$ cat src/rtl/kb_mode_sequencer_pkg.sv
// -----------------------------------------------------------------------------
// kb_mode_sequencer_pkg
// Shared definitions for the keyboard mode sequencer:
//   - PS/2 set-2 scan codes for digit keys 1..9
//   - break (F0) and extended (E0) prefix codes
//   - default control-key codes (pause, quit, next, prev)
//   - controller state encoding
//   - digit_of(): maps a scan code to its digit value, 0 when not a digit
// -----------------------------------------------------------------------------
package kb_mode_sequencer_pkg;

    localparam logic [7:0] SC_DIGIT_1 = 8'h16;
    localparam logic [7:0] SC_DIGIT_2 = 8'h1E;
    localparam logic [7:0] SC_DIGIT_3 = 8'h26;
    localparam logic [7:0] SC_DIGIT_4 = 8'h25;
    localparam logic [7:0] SC_DIGIT_5 = 8'h2E;
    localparam logic [7:0] SC_DIGIT_6 = 8'h36;
    localparam logic [7:0] SC_DIGIT_7 = 8'h3D;
    localparam logic [7:0] SC_DIGIT_8 = 8'h3E;
    localparam logic [7:0] SC_DIGIT_9 = 8'h46;

    localparam logic [7:0] SC_PREFIX_BREAK = 8'hF0;
    localparam logic [7:0] SC_PREFIX_EXT   = 8'hE0;

    localparam logic [7:0] SC_KEY_PAUSE = 8'h4D;
    localparam logic [7:0] SC_KEY_QUIT  = 8'h15;
    localparam logic [7:0] SC_KEY_NEXT  = 8'h31;
    localparam logic [7:0] SC_KEY_PREV  = 8'h32;

    typedef enum logic [1:0] {
        ST_IDLE   = 2'd0,
        ST_RUN    = 2'd1,
        ST_PAUSED = 2'd2
    } kb_state_e;

    // Digit value of a scan code; 0 means the code is not a digit key 1..9.
    function automatic logic [3:0] digit_of(input logic [7:0] code);
        logic [3:0] d;
        case (code)
            SC_DIGIT_1: d = 4'd1;
            SC_DIGIT_2: d = 4'd2;
            SC_DIGIT_3: d = 4'd3;
            SC_DIGIT_4: d = 4'd4;
            SC_DIGIT_5: d = 4'd5;
            SC_DIGIT_6: d = 4'd6;
            SC_DIGIT_7: d = 4'd7;
            SC_DIGIT_8: d = 4'd8;
            SC_DIGIT_9: d = 4'd9;
            default:    d = 4'd0;
        endcase
        return d;
    endfunction

endpackage

$ cat src/rtl/kb_event_filter.sv
// -----------------------------------------------------------------------------
// kb_event_filter
// Turns the level kb_up strobe into single-cycle key events and strips PS/2
// break/extended prefixes together with the code that follows them.
// Ports:
//   clk        in   system clock
//   rst_n      in   asynchronous active-low reset
//   kb_up      in   key-released level from the PS/2 decoder
//   kb_data    in   scan code, valid while kb_up is high
//   evt_valid  out  1-cycle pulse: a clean (non-prefixed) key event this cycle
//   evt_code   out  scan code belonging to evt_valid
// evt_valid/evt_code are combinational so the top's registered outputs update
// on the posedge that directly follows the kb_up rising edge.
// -----------------------------------------------------------------------------
module kb_event_filter
    import kb_mode_sequencer_pkg::*;
(
    input  logic       clk,
    input  logic       rst_n,
    input  logic       kb_up,
    input  logic [7:0] kb_data,
    output logic       evt_valid,
    output logic [7:0] evt_code
);

    logic kb_up_d_r;
    logic discard_r;
    logic edge_s;
    logic is_prefix_s;

    // kb_up_d resets high so a strobe held across reset release is not an event.
    assign edge_s      = kb_up & ~kb_up_d_r;
    assign is_prefix_s = (kb_data == SC_PREFIX_BREAK) || (kb_data == SC_PREFIX_EXT);
    assign evt_valid   = edge_s & ~is_prefix_s & ~discard_r;
    assign evt_code    = kb_data;

    // Edge history and prefix discard flag.
    always_ff @(posedge clk or negedge rst_n) begin
        if (!rst_n) begin
            kb_up_d_r <= 1'b1;
            discard_r <= 1'b0;
        end else begin
            kb_up_d_r <= kb_up;
            if (edge_s) begin
                // A prefix arms the discard; any real code consumes it.
                // E0 F0 xx keeps discard set across both prefixes, so xx is dropped.
                discard_r <= is_prefix_s;
            end else begin
                discard_r <= discard_r;
            end
        end
    end

endmodule

$ cat src/rtl/kb_mode_sequencer.sv
// -----------------------------------------------------------------------------
// kb_mode_sequencer
// Keyboard-driven mode controller for the image pipeline. Digit keys select a
// processing mode, next/prev keys move a per-mode step index, a pause key
// freezes RAM writes and a quit key returns to idle.
// Ports:
//   clk          in   system clock (posedge)
//   rst          in   asynchronous active-low reset
//   kb_up        in   key-released level strobe from PS/2 decoder
//   kb_data      in   scan code, valid while kb_up high
//   mode         out  active mode, 0 = idle
//   step         out  step index within the active mode
//   pic_select   out  PIC_MASK[mode-1] when mode != 0, else 0
//   pause        out  1 = RAM writes frozen
//   mode_change  out  1-cycle pulse whenever mode takes a new value
// All outputs are registered; a key event is reflected one cycle later.
// -----------------------------------------------------------------------------
module kb_mode_sequencer
    import kb_mode_sequencer_pkg::*;
#(
    parameter int          NUM_MODES = 5,
    parameter int          MODE_W    = 4,
    parameter logic [8:0]  PIC_MASK  = 9'b000000111,
    parameter int          NUM_STEPS = 8,
    parameter int          STEP_W    = 3,
    parameter logic [7:0]  KEY_PAUSE = SC_KEY_PAUSE,
    parameter logic [7:0]  KEY_QUIT  = SC_KEY_QUIT,
    parameter logic [7:0]  KEY_NEXT  = SC_KEY_NEXT,
    parameter logic [7:0]  KEY_PREV  = SC_KEY_PREV
) (
    input  logic              clk,
    input  logic              rst,
    input  logic              kb_up,
    input  logic [7:0]        kb_data,
    output logic [MODE_W-1:0] mode,
    output logic [STEP_W-1:0] step,
    output logic              pic_select,
    output logic              pause,
    output logic              mode_change
);

    kb_state_e         state_r, state_nxt_s;
    logic [MODE_W-1:0] mode_r, mode_nxt_s;
    logic [STEP_W-1:0] step_r, step_nxt_s;
    logic              pause_r, pause_nxt_s;
    logic              pic_r, pic_nxt_s;
    logic              mode_change_r, mode_change_nxt_s;

    logic              evt_valid_s;
    logic [7:0]        evt_code_s;
    logic [3:0]        digit_s;
    logic              digit_ok_s;
    logic [MODE_W-1:0] key_mode_s;
    logic [STEP_W-1:0] step_inc_s;
    logic [STEP_W-1:0] step_dec_s;

    kb_event_filter u_filter (
        .clk       (clk),
        .rst_n     (rst),
        .kb_up     (kb_up),
        .kb_data   (kb_data),
        .evt_valid (evt_valid_s),
        .evt_code  (evt_code_s)
    );

    // Decode the event code into a selectable mode and the wrapped step neighbours.
    always_comb begin
        digit_s    = digit_of(evt_code_s);
        digit_ok_s = (digit_s != 4'd0) && (int'(digit_s) <= NUM_MODES);
        key_mode_s = MODE_W'(digit_s);
        step_inc_s = (step_r == STEP_W'(NUM_STEPS - 1)) ? STEP_W'(0) : step_r + STEP_W'(1);
        step_dec_s = (step_r == STEP_W'(0)) ? STEP_W'(NUM_STEPS - 1) : step_r - STEP_W'(1);
    end

    // Next-state and next-output logic; every path starts from "hold".
    always_comb begin
        state_nxt_s       = state_r;
        mode_nxt_s        = mode_r;
        step_nxt_s        = step_r;
        pause_nxt_s       = pause_r;
        mode_change_nxt_s = 1'b0;

        if (evt_valid_s) begin
            case (state_r)
                ST_IDLE: begin
                    if (digit_ok_s) begin
                        state_nxt_s       = ST_RUN;
                        mode_nxt_s        = key_mode_s;
                        step_nxt_s        = STEP_W'(0);
                        mode_change_nxt_s = 1'b1;
                    end else begin
                        state_nxt_s = ST_IDLE;
                    end
                end
                ST_RUN: begin
                    if (digit_ok_s && (key_mode_s != mode_r)) begin
                        mode_nxt_s        = key_mode_s;
                        step_nxt_s        = STEP_W'(0);
                        mode_change_nxt_s = 1'b1;
                    end else if (evt_code_s == KEY_NEXT) begin
                        step_nxt_s = step_inc_s;
                    end else if (evt_code_s == KEY_PREV) begin
                        step_nxt_s = step_dec_s;
                    end else if (evt_code_s == KEY_PAUSE) begin
                        state_nxt_s = ST_PAUSED;
                        pause_nxt_s = 1'b1;
                    end else if (evt_code_s == KEY_QUIT) begin
                        state_nxt_s       = ST_IDLE;
                        mode_nxt_s        = MODE_W'(0);
                        step_nxt_s        = STEP_W'(0);
                        pause_nxt_s       = 1'b0;
                        mode_change_nxt_s = 1'b1;
                    end else begin
                        state_nxt_s = ST_RUN;
                    end
                end
                ST_PAUSED: begin
                    if (evt_code_s == KEY_PAUSE) begin
                        state_nxt_s = ST_RUN;
                        pause_nxt_s = 1'b0;
                    end else if (evt_code_s == KEY_QUIT) begin
                        state_nxt_s       = ST_IDLE;
                        mode_nxt_s        = MODE_W'(0);
                        step_nxt_s        = STEP_W'(0);
                        pause_nxt_s       = 1'b0;
                        mode_change_nxt_s = 1'b1;
                    end else begin
                        state_nxt_s = ST_PAUSED;
                    end
                end
                default: begin
                    // Unreachable encoding: recover to a clean idle.
                    state_nxt_s       = ST_IDLE;
                    mode_nxt_s        = MODE_W'(0);
                    step_nxt_s        = STEP_W'(0);
                    pause_nxt_s       = 1'b0;
                    mode_change_nxt_s = (mode_r != MODE_W'(0));
                end
            endcase
        end else begin
            state_nxt_s = state_r;
        end
    end

    // Picture-select decode from the next mode so it lands with mode itself.
    always_comb begin
        pic_nxt_s = 1'b0;
        for (int k = 1; k <= 9; k++) begin
            pic_nxt_s = (mode_nxt_s == MODE_W'(k)) ? PIC_MASK[k-1] : pic_nxt_s;
        end
    end

    // State and output registers.
    always_ff @(posedge clk or negedge rst) begin
        if (!rst) begin
            state_r       <= ST_IDLE;
            mode_r        <= MODE_W'(0);
            step_r        <= STEP_W'(0);
            pause_r       <= 1'b0;
            pic_r         <= 1'b0;
            mode_change_r <= 1'b0;
        end else begin
            state_r       <= state_nxt_s;
            mode_r        <= mode_nxt_s;
            step_r        <= step_nxt_s;
            pause_r       <= pause_nxt_s;
            pic_r         <= pic_nxt_s;
            mode_change_r <= mode_change_nxt_s;
        end
    end

    assign mode        = mode_r;
    assign step        = step_r;
    assign pause       = pause_r;
    assign pic_select  = pic_r;
    assign mode_change = mode_change_r;

endmodule
$ cat config.mk
export PLATFORM = sky130hd
export DESIGN_NAME = kb_mode_sequencer
export DESIGN_NICKNAME = d
export VERILOG_FILES = /design/src/rtl/kb_mode_sequencer_pkg.sv /design/src/rtl/kb_event_filter.sv /design/src/rtl/kb_mode_sequencer.sv
export SDC_FILE = /design/constraint.sdc
export NUM_CORES = 1
export LEC_CHECK = 0
export ABC_AREA = 1
export BUFFER_PORTS_ARGS = -buffer_cell sky130_fd_sc_hd__buf_2
export CORE_AREA = 2 2 82 45
export CTS_BUF_LIST = sky130_fd_sc_hd__clkbuf_8
export DETAILED_ROUTE_END_ITERATION = 10
export DIE_AREA = 0 0 84 47
export GPL_ROUTABILITY_DRIVEN = 0
export SLEW_MARGIN = 20
export SYNTH_ARGS = -nofsm -noshare
export SYNTH_HDL_FRONTEND = slang
export SYNTH_SLANG_ARGS = --single-unit
export TNS_END_PERCENT = 1
$ cat constraint.sdc
create_clock -name clk -period 4.4 [get_ports clk]
set_input_delay 0.66 -clock clk [delete_from_list [all_inputs] [get_ports clk]]
set_output_delay 0.66 -clock clk [all_outputs]
set_load 0.005 [all_outputs]
==> results of run 1 <==
## cells in the final DEF, fill, tap and decap left out, types with 2 or more instances in the layout
cell type	n
o21ai_2	2
nor3_1	2
o2111ai_1	2
o22ai_1	3
o21ai_0	7
o211ai_1	2
o21a_1	2
o21bai_1	2
nand3_2	2
nand3_1	14
nand2_1	66
a21oi_1	11
nor2_2	4
inv_1	39
ha_1	8
dfrtp_1	13
buf_2	20
nor2_1	18
nand2_2	6
o221ai_1	2
clkbuf_8	4
## critical path: stages
cell	delay (ns)
buf_2	0.09
inv_1	0.09
nand2_2	0.10
nor2_1	0.25
nand3_1	0.34
inv_1	0.26
nor2_1	0.08
inv_1	0.08
nand2_1	0.10
a2bb2oi_1	0.14
nand2_1	0.10
nand2_1	0.07
nand2_1	0.07
nor2_1	0.10
nor2_1	0.05
## sequential cells by signal (all words and copies together), names as in the netlist
| signal | count |
|---|---|
| pic_select | 1 |
| step | 3 |
| u_filter.kb_up_d_r | 1 |
| state_r | 2 |
| u_filter.discard_r | 1 |
| pause | 1 |
| mode_change | 1 |
| mode | 4 |
## cells in the mapped netlist, types with 3 or more instances
cell / number
a21oi_1: 11
dfrtp_1: 13
ha_1: 8
inv_1: 39
nand2_1: 66
nand2_2: 6
nand3_1: 14
nor2_1: 18
nor2_2: 4
o21ai_0: 7
o22ai_1: 3
## cells by family (layout without fill, tap and decap cells)
logic type,after synthesis,after routing,synth area share [%]
adders and majority gates,8,8,7.23
and+or+nand+nor,117,117,37.5
AOI/OAI and AO/OA,39,39,18.8
buffers and inverters,41,64,11.1
DFF,14,14,25.4
## stage by stage
stage | utilization [%] | instances | hold slack [ns]
finish | 48.9 | 284 | 0.295
global route | 48.9 | 284 | 0.320
CTS | 48.9 | 284 | 0.304
detailed placement | 47.2 | 280 | 0.480
global placement | 47.2 | 280 | 0.480
floorplan | - | 219 | 0.364
## power groups by stage
stage | Sequential, mW | Combinational (mW) | Clock, mW
CTS | 0.170 | 0.213 | 0.130
detailed placement | 0.172 | 0.212 | 0
global route | 0.174 | 0.249 | 0.134
finish | 0.170 | 0.216 | 0.127
floorplan | 0.171 | 0.147 | 0
global placement | 0.171 | 0.216 | 0
## path summary, 6_finish.rpt
| kind | start | to | slack [ns] | cells past startpoint |
|---|---|---|---|---|
| hold reg to reg | u_filter.discard_r | u_filter.discard_r | 0.50 | 1 |
| setup reg to reg | state_r[1] | state_r[1] | 2.51 | 10 |
| setup / recovery | kb_data[7] | pic_select | 1.96 | 15 |
| min in group clk | u_filter.discard_r | u_filter.discard_r | 0.50 | 1 |
| max in group asynchronous | rst | u_filter.kb_up_d_r | 3.81 | 1 |
| hold / removal | rst | step[0] | 0.30 | 1 |
## per-layer routing
| metal | global-route usage, % | up-vias | share of wire [%] |
|---|---|---|---|
| li1 | - | 752 | - |
| met1 | 32.9 | 651 | 58 |
| met2 | 24.8 | 48 | 33 |
| met3 | 4.04 | 6 | 7.1 |
| met4 | 6.77 | 0 | 1.4 |
| met5 | 0 | - | 0 |
## area by class of cell
cell class	count	area, um^2	area share (%)
multi-input cells	164	880	55.4
flip-flops and latches	14	352	22.1
inverters	40	150	9.45
repair buffers	20	100	6.30
clock buffers	4	55.1	3.46
well taps	42	52.6	3.31
==> results.md, run 1 <==
- Data required time at the worst endpoint: 4.54 ns
- Largest net degree at the start of global routing: 15
- Post-DP HPWL: 2.94 mm
- Top FF cell, synth: dfrtp_1
- Switching power: 201 uW
- Status: complete, no violations
- Synth area leader: dfrtp_1
- Overall power: 512 uW
- DR iter-0 viols: 108
- PortBufs: 20
- Area added between synthesis and finish: 14.7%
- Total track usage: 20.1%
- Synthesized flop and latch total: 14
- Post-synthesis cell type count: 33
- Fin crit period: 2.44 ns
- Flop pwr share: 33.1%
- Num rows: 15
- Net count, final: 262
- First-pass GRT wire length: 6.06 mm
- Post_cts resized: 0
- Root buf cell: clkbuf_8
- Leakage: 0.919 nW
- # diodes: 0
- Die footprint: 0.00395 mm^2
- Initial core utilization: 42.7%
- Fillcell total: 338
- Clock Power Share: 24.7%
- Number of warnings issued by yosys: 0
- Max VDD drop: 0.000235 V
- Core area: 0.00325 mm^2
- Hold Crit Class: in -> async
- CTS Hold Bufs: 0
- Switching Fraction: 39.2%
- PwrDens: 322 mW/mm^2
- Die W: 84 um
- Antenna violations before repair: 0
- Layout cells sized above 1: 17.8%
- Max cap viols: 0
- Design Area, Final: 0.00159 mm^2
- Setup Skew: 0.00340 ns
- Syn_nets: 238
- Via density: 5.13
- Comb power frac: 42.1%
- Critical path launch point type: primary input
- DR pass1 iterations: 4
- Worst Tran Pin Value: 0.396 ns
- Rel. slew slack: 73.2%
- Post-CTS Setup Inserts: 0
- Clock Path Buffers: 2
- Wire length per cell: 12.4 um
- Die Ht: 47 um
- Number of global-route vias before repair: 1232
- Synth top area share: 23.5%
- H-tree depth: 1
- Final setup fails: 0
- Mapped Cells: 219
- Avg Cell Area, Syn: 6.32 um^2
- Reg clk slew, reported paths: 0.06 ns
- Num CTS Buffers: 3
- Clock Latency Late Sink: 0.25 ns
- Unrepaired setup endpoints after global routing: false
- Worst-path maximum fanout: 7
- Clock Sinks: 14
- Final setup margin: 1.96 ns
- Setup tns final: 0 ns
- Placed cell area: 0.00153 mm^2
- WL final: 3.53 mm
- Synth Cell Area: 0.00139 mm^2
- Critical Path AT: 2.58 ns
- Via count: 1457
- Post-synthesis sequential area ratio: 25.4%
- Internal power: 312 uW
- Peak Freq: 410 MHz
- Post-synth ARST share: 100%
- GRT overflow: 0
- Final hold vios: 0
- Pre-CTS setup slack: 1.80 ns
- CP Capture Type: flip-flop
- Routed Antenna Nets: 0
- Top post-synthesis cells by area: dfrtp_1 (23%), nand2_1 (18%), inv_1 (11%), ha_1 (7.2%), nand3_1 (5.1%)
- CP Class: in -> reg
- Number of synthesized flops with an enable pin: 0
- Io pins: 21
- DRC: 0
- Fin crit share: 55.4%
- Max-slew violations: 0
- TritonCTS clock tree: yes
Note: power is estimated with default switching activity, not from simulation.
==> run 2: changes to the inputs <==
--- a/config.mk
+++ b/config.mk
@@ -5,13 +5,14 @@
 export SDC_FILE = /design/constraint.sdc
 export NUM_CORES = 1
 export LEC_CHECK = 0
-export ABC_AREA = 1
+export ABC_AREA = 0
 export BUFFER_PORTS_ARGS = -buffer_cell sky130_fd_sc_hd__buf_2
 export CORE_AREA = 2 2 82 45
 export CTS_BUF_LIST = sky130_fd_sc_hd__clkbuf_8
 export DETAILED_ROUTE_END_ITERATION = 10
 export DIE_AREA = 0 0 84 47
 export GPL_ROUTABILITY_DRIVEN = 0
+export PLACE_DENSITY = 0.66
 export SLEW_MARGIN = 20
 export SYNTH_ARGS = -nofsm -noshare
 export SYNTH_HDL_FRONTEND = slang
==> constraint.sdc (replaced) <==
create_clock -name clk -period 2.2 [get_ports clk]
set_input_delay 0.33 -clock clk [delete_from_list [all_inputs] [get_ports clk]]
set_output_delay 0.33 -clock clk [all_outputs]
set_load 0.005 [all_outputs]
==> run 2 against run 1 <==
Area after synthesis up 0.36%. Die area unchanged. Clock-buffer cell count unchanged. Register-to-register slack got worse by 2.2 ns. Cell count fell by 14%. Critical path type unchanged. Hold slack worse by 0.11 ns. Sequential power grew 66%. Combinational power increased by 27%. Critical path depth is 6 lower. Cell area rose by 9.9%. Highest routed layer unchanged.
==> results.md, run 2 <==
- Status: complete, no violations
- Commonest non-fill, non-tap cell in the layout: buf_4
- Max FFs per register: 4 (unchanged)
- Commonest non-fill, non-tap cells in the layout: buf_4 (25), buf_2 (20), nand2_1 (14)
- Fin crit share: 96.3%
- CP max-delay cell: nor4b_2
- Critical Path AT: 2.25 ns (-0.33 ns)
- Critical-path cell list: buf_2 > nor4b_2 > o211ai_1 > and3_1 > a31oi_2 > o21ai_2 > a21oi_1 > a21oi_2 > a22o_2
- Synth Cell Area: 0.00139 mm^2 (+0.36%)
- DRC: 0 (unchanged)
- Total track usage: 19.5% (-0.58 points)
- Clock Sinks: 14 (unchanged)
- Commonest cells post-synth: nand2_1 (14), dfrtp_1 (13), inv_1 (12)
- Fin Hold WS: 0.190 ns (-0.106 ns)
- Placed cell area: 0.00167 mm^2 (+8.6%)
- Area added between synthesis and finish: 25.7%
- Wire length per cell: 14.8 um (+19%)
- Num rows: 15 (unchanged)
- Top post-synthesis cells by area: dfrtp_1 (23%), ha_1 (7.2%), nand3_1 (4.0%), nand2_1 (3.8%), a21oi_1 (3.2%)
- Critical path launch point type: primary input
- Die W: 84 um (unchanged)
- Layout cells sized above 1: 38.1% (+20 points)
- Pre-CTS setup slack: -0.192 ns (-1.99 ns)
- Fillcell total: 297 (-12%)
- Syn_nets: 178 (-25%)
- Reg clk slew, reported paths: 0.06 ns (about the same)
- Multi-input gate area: 945 um^2 (+7.4%)
- Post-synthesis cell type count: 57 (+73%)
- Cell with the most instances after synthesis: nand2_1
- GRT overflow: 0 (unchanged)
- Final setup fails: 0 (unchanged)
- Number of warnings issued by yosys: 0 (unchanged)
- Post-Place Cells: 239 (-15%)
- Die footprint: 0.00395 mm^2 (unchanged)
- First-pass GRT wire length: 5.96 mm (-1.6%)
- Post-DP HPWL: 2.81 mm (-4.4%)
- Peak Freq: 472 MHz
- Via density: 5.58 (+8.7%)
- Synth top area share: 23.4% (-0.085 points)
- CP Capture Type: flip-flop
- Critical Path End: mode[1]
- # diodes: 0 (unchanged)
- H-tree depth: 1 (unchanged)
- Die Ht: 47 um (unchanged)
- Util after Layout: 53.8% (+4.9 points)
- Net count, final: 222 (-15%)
- Crit. Startpoint: kb_data[5]
- CP Class: in -> reg
- Num CTS Buffers: 3 (unchanged)
- Avg Cell Area, Syn: 8.74 um^2 (+38%)
- Clock Latency Late Sink: 0.25 ns (about the same)
- DR pass1 iterations: 4 (unchanged)
- Hold Crit Class: in -> reg
- Largest net degree at the start of global routing: 15 (unchanged)
- PwrDens: 468 mW/mm^2 (+45%)
- Unrepaired setup endpoints after global routing: true
- Setup Skew: 0.00807 ns (+0.00467 ns)
- Post-synthesis sequential area ratio: 25.3% (-0.091 points)
- Rel. slew slack: 75.9% (+2.7 points)
- Fin crit period: 2.12 ns
- Final std cells w/o fill: 244 (-14%)
- Core area: 0.00325 mm^2 (unchanged)
- Top FF cell, synth: dfrtp_1
- Synth area leader: dfrtp_1
- Number of synthesized flops with an enable pin: 0 (unchanged)
- PortBufs: 20 (unchanged)
- Io pins: 21 (unchanged)
- Final setup margin: 0.0818 ns (-1.88 ns)
- Via count: 1361 (-6.6%)
- Max VDD drop: 0.000381 V (+62%)
- Synthesized flop and latch total: 14 (unchanged)
- Routed Antenna Nets: 0 (unchanged)
- Crit-path max cell delay: 0.28 ns (-0.06 ns)
- Worst-path maximum fanout: 7 (unchanged)
- Mapped Cells: 159 (-27%)
- Worst r2r path cells: 6 (-4)
- Max cap viols: 0 (unchanged)
- DR iter-0 viols: 119 (+10%)
- Post-synth ARST share: 100% (unchanged)
- Design Area, Final: 0.00175 mm^2 (+9.9%)
- TritonCTS clock tree: yes
- Clock Path Buffers: 2 (unchanged)
- Leakage: 0.855 nW (-7.0%)
- Initial core utilization: 42.8% (+0.15 points)
- Final hold vios: 0 (unchanged)
- R2r setup slk: 0.32 ns (-2.19 ns)
- Max-slew violations: 0 (unchanged)
- WL final: 3.60 mm (+2.1%)
- Number of global-route vias before repair: 1268 (+2.9%)
- Root buf cell: clkbuf_8
- Antenna violations before repair: 0 (unchanged)
- FF+latch area: 352 um^2 (unchanged)
- RR Startpoint: mode[2]
- Critical R2R Capture: mode[1]
- Data required time at the worst endpoint: 2.33 ns (-2.21 ns)
- Worst Tran Pin Value: 0.358 ns (-0.0388 ns)
-- run 2: cell count changes in the layout (fill, tap and decap cells not counted), sizes merged, moves of 5 or more --
cell / previous run / this run
nand2: 73 / 14
nand2b: 0 / 5
nor2: 23 / 10
buf: 20 / 45
a31oi: 0 / 5
inv: 40 / 12
nand3: 16 / 11
-- run 2: kinds of logic after synthesis --
kind of cell | after synthesis | share of synthesized area [%]
and+or+nand+nor | 65 | 28.5
adders and majority gates | 8 | 7.20
muxes | 5 | 4.41
AOI/OAI and AO/OA | 45 | 24.3
xor gates and xnor gates | 3 | 2.43
DFF | 14 | 25.3
buffers and inverters | 19 | 7.83
-- run 2: critical path: cells and delay by family --
family                 cells  cell delay [ns]
buffers and inverters      1             0.15
AO/OA/AOI/OAI              6             1.23
AND/OR/NAND/NOR            2             0.53
-- run 2: metrics by stage --
stage / setup TNS, ns / power, mW
3_3_place_gp: -0.744 / 0.543
3_5_place_dp: -1.30 / 0.552
6_report: 0 / 0.817
5_1_grt: -0.0110 / 0.865
4_1_cts: 0 / 0.816
2_1_floorplan: 0 / 0.470
-- run 2: timing repair --
item	CTS	global route
buffers inserted	0	0
hold buffers	1	0
resized for setup	0	3
endpoints found under the setup margin	0	7
hold endpoints to repair	13	0
-- run 2: where the power goes --
part	leakage [nW]	internal (mW)	switching [mW]	total, mW
Sequential	0.191	0.270	0.0129	0.283
Combinational	0.635	0.125	0.150	0.275
Clock	0.0288	0.159	0.100	0.259
Total	0.855	0.554	0.263	0.817
-- run 2: area by class of cell --
cell class / count / area share [%]
Multi-Input combinational cell: 126 / 54.1
Inverter: 12 / 2.58
Sequential cell: 14 / 20.1
Tap cell: 42 / 3.01
Timing Repair Buffer: 46 / 17.0
Clock buffer: 4 / 3.15
-- run 2: worst min path at each step --
stage	start	endpoint	cells past startpoint	slack, ns
2_1_floorplan	rst	mode[0]	0	0.03
3_3_place_gp	rst	pause	1	0.24
3_5_place_dp	rst	pause	1	0.25
4_1_cts	kb_up	u_filter.kb_up_d_r	1	0.18
5_1_grt	kb_up	u_filter.kb_up_d_r	1	0.18
6_report	kb_up	u_filter.kb_up_d_r	1	0.19
-- run 2: per-layer routing --
metal / vias to the layer above / part of all wire [%] / global-route usage (%) / wire, um
met2: 48 / 41 / 31.2 / 1490
met4: 0 / 0.44 / 1.29 / 16
li1: 668 / - / - / -
met3: 4 / 6.9 / 5.10 / 250
met5: - / 0 / 0 / 0
met1: 641 / 51 / 28.3 / 1850
==> run 3: changes to the inputs <==
--- a/config.mk
+++ b/config.mk
@@ -7,11 +7,12 @@
 export LEC_CHECK = 0
 export ABC_AREA = 0
 export BUFFER_PORTS_ARGS = -buffer_cell sky130_fd_sc_hd__buf_2
-export CORE_AREA = 2 2 82 45
+export CORE_AREA = 2 2 59 61
 export CTS_BUF_LIST = sky130_fd_sc_hd__clkbuf_8
 export DETAILED_ROUTE_END_ITERATION = 10
-export DIE_AREA = 0 0 84 47
+export DIE_AREA = 0 0 61 63
 export GPL_ROUTABILITY_DRIVEN = 0
+export MAX_ROUTING_LAYER = met4
 export PLACE_DENSITY = 0.66
 export SLEW_MARGIN = 20
 export SYNTH_ARGS = -nofsm -noshare
==> constraint.sdc (replaced) <==
create_clock -name clk -period 1.8 [get_ports clk]
set_input_delay 0.27 -clock clk [delete_from_list [all_inputs] [get_ports clk]]
set_output_delay 0.27 -clock clk [all_outputs]
set_load 0.005 [all_outputs]
==> run 3 against run 2 <==
The flow now finishes with violations (setup timing). Cell area increased by 13%. Sequential cell count unchanged. Sequential power increased by 22%. Die area decreased by 2.7%. Clock skew decreased by 0.0051 ns. Clock power increased by 22%. Largest cell class unchanged. Highest routed layer unchanged.
==> results.md, run 3 (same netlist as run 2, synthesis figures left out) <==
- Status: complete, but fails checks
- Failing checks: setup timing
- First-pass GRT wire length: 6.54 mm (+9.7%)
- PwrDens: 529 mW/mm^2 (+13%)
- Wire length per cell: 14.7 um (-0.33%)
- Commonest non-fill, non-tap cell in the layout: buf_4
- Rel. slew slack: 74.2% (-1.8 points)
- Max FFs per register: 4 (unchanged)
- Clock Sinks: 14 (unchanged)
- # diodes: 0 (unchanged)
- Max VDD drop: 0.000469 V (+23%)
- Reg clk slew, reported paths: 0.06 ns (about the same)
- Hold Crit Class: in -> reg
- Clock Path Buffers: 2 (unchanged)
- M1 GR Usage: 29.5% (+1.2 points)
- CP Class: in -> reg
- Fin crit share: 108%
- Max cap viols: 0 (unchanged)
- DR pass1 iterations: 4 (unchanged)
- Final setup margin: -0.153 ns (-0.234 ns)
- Critical-path cell list: clkbuf_4 > and2b_1 > o211ai_1 > and4_1 > o2111ai_2 > o21ai_2 > a21oi_1 > a21oi_2 > a22o_2
- Die footprint: 0.00384 mm^2 (-2.7%)
- PortBufs: 20 (unchanged)
- Num rows: 21 (+6)
- Final setup fails: 11 (+11)
- GRT busiest layer: met2
- DR iter-0 viols: 38 (-68%)
- Num CTS Buffers: 3 (unchanged)
- Util after Layout: 60.9% (+7.1 points)
- TritonCTS clock tree: yes
- Root buf cell: clkbuf_8
- Io pins: 21 (unchanged)
- Unrepaired setup endpoints after global routing: true
- GRT met3 Usage: 4.14% (-0.96 points)
- Critical Path AT: 2.09 ns (-0.16 ns)
- Leakage: 0.951 nW (+11%)
- GR Util met2: 34.9% (+3.7 points)
- Number of global-route vias before repair: 1427 (+13%)
- Final std cells w/o fill: 258 (+5.7%)
- CP Buf/Inv Count: 1 (unchanged)
- Antenna violations before repair: 0 (unchanged)
- H-tree depth: 1 (unchanged)
- Largest net degree at the start of global routing: 15 (unchanged)
- Via count: 1424 (+4.6%)
- Total track usage: 22.9% (+3.4 points)
- Overall power: 1.04 mW (+27%)
- DRC: 0 (unchanged)
- CP max-delay cell: a22o_2
- WL final: 3.79 mm (+5.4%)
- Setup Skew: 0.00295 ns (-0.00511 ns)
- Fillcell total: 268 (-9.8%)
- Post-Place Cells: 251 (+5.0%)
- Fin Hold WS: 0.124 ns (-0.0655 ns)
- GRT overflow: 0 (unchanged)
- Placed cell area: 0.00174 mm^2 (+4.4%)
- Commonest non-fill, non-tap cells in the layout: buf_4 (34), nand2_1 (14), buf_2 (14)
- Final hold vios: 0 (unchanged)
- Setup tns final: -1.05 ns (-1.05 ns)
- Core area: 0.00323 mm^2 (-0.46%)
- Via density: 5.52 (-1.0%)
- Area added between synthesis and finish: 41.5%
- Design Area, Final: 0.00197 mm^2 (+13%)
- Peak Freq: 512 MHz
- Die W: 61 um (-27%)
- Net count, final: 232 (+4.5%)
- Max-slew violations: 0 (unchanged)
- Worst Tran Pin Value: 0.384 ns (+0.0266 ns)
- Post-DP HPWL: 2.79 mm (-0.75%)
- Crit-path max cell delay: 0.27 ns (about the same)
- Routed Antenna Nets: 0 (unchanged)
- CP Capture Type: flip-flop
- Delay-heaviest family, CP: compound AO/OA/AOI/OAI gates
- Pre-CTS setup slack: -0.478 ns (-0.286 ns)
- Fin crit period: 1.95 ns
- Initial core utilization: 43.0% (+0.20 points)
- Worst-path maximum fanout: 8 (+1)
- Data required time at the worst endpoint: 1.94 ns (-0.39 ns)
- Layout cells sized above 1: 44.3% (+6.2 points)
- Die Ht: 63 um (+34%)
- Critical path launch point type: primary input
- Clock Latency Late Sink: 0.25 ns (about the same)
[run 3: changes by cell type in the layout (fill, tap and decap cells not counted), moves of 2 or more]
cell,change
buf_4,+9
nor4b_2,-2
nor3b_2,-2
nor3b_4,+2
buf_2,-6
buf_12,+2
buf_6,+2
nor4b_4,+2
clkbuf_4,+2
[run 3: path summary, 6_finish.rpt]
path	from	slack (ns)	to	cells past startpoint
worst min register to register	u_filter.discard_r	0.50	u_filter.discard_r	1
worst max-delay path	kb_data[6]	-0.15	mode[1]	9
max in group asynchronous	rst	1.06	u_filter.kb_up_d_r	2
worst max register to register	mode[0]	-0.01	state_r[1]	7
min in group asynchronous	rst	0.44	pause	2
worst min-delay path	kb_up	0.12	u_filter.kb_up_d_r	1
[run 3: worst register-to-register path, cell delays in order, from the launching register on]
cell and delay [ns]:
dfrtp_1 0.41, inv_1 0.09, and4_1 0.22, o2111ai_2 0.17
o21ai_2 0.21, nand3_2 0.09, a21o_1 0.21, mux2_4 0.30
[run 3: area by class of cell]
type,count,area (um^2),share of cell area [%]
multi-input cells,126,1030,52.4
repair buffers,56,428,21.8
well taps,46,57.6,2.93
flip-flops and latches,14,352,17.9
clock buffers,4,55.1,2.80
inverters,12,45.0,2.29
[run 3: per-layer routing]
layer | wire (um) | part of all wire (%)
met1 | 1660 | 44
met2 | 1880 | 49
met3 | 167 | 4.4
met4 | 86 | 2.3
met5 | 0 | 0
[run 3: what timing repair did]
action / in CTS / in global routing
cloned: 0 / 0
endpoints found under the hold margin: 13 / 0
gates resized for setup: 16 / 17
pin swaps: 12 / 13
setup buffers: 1 / 1
setup endpoints to repair: 11 / 12
hold buffers: 1 / 0
[run 3: where the power goes]
group	total [mW]	switching, mW	leakage, nW	internal [mW]
registers	0.346	0.0153	0.191	0.331
clock network	0.315	0.121	0.0288	0.194
logic	0.379	0.192	0.731	0.187
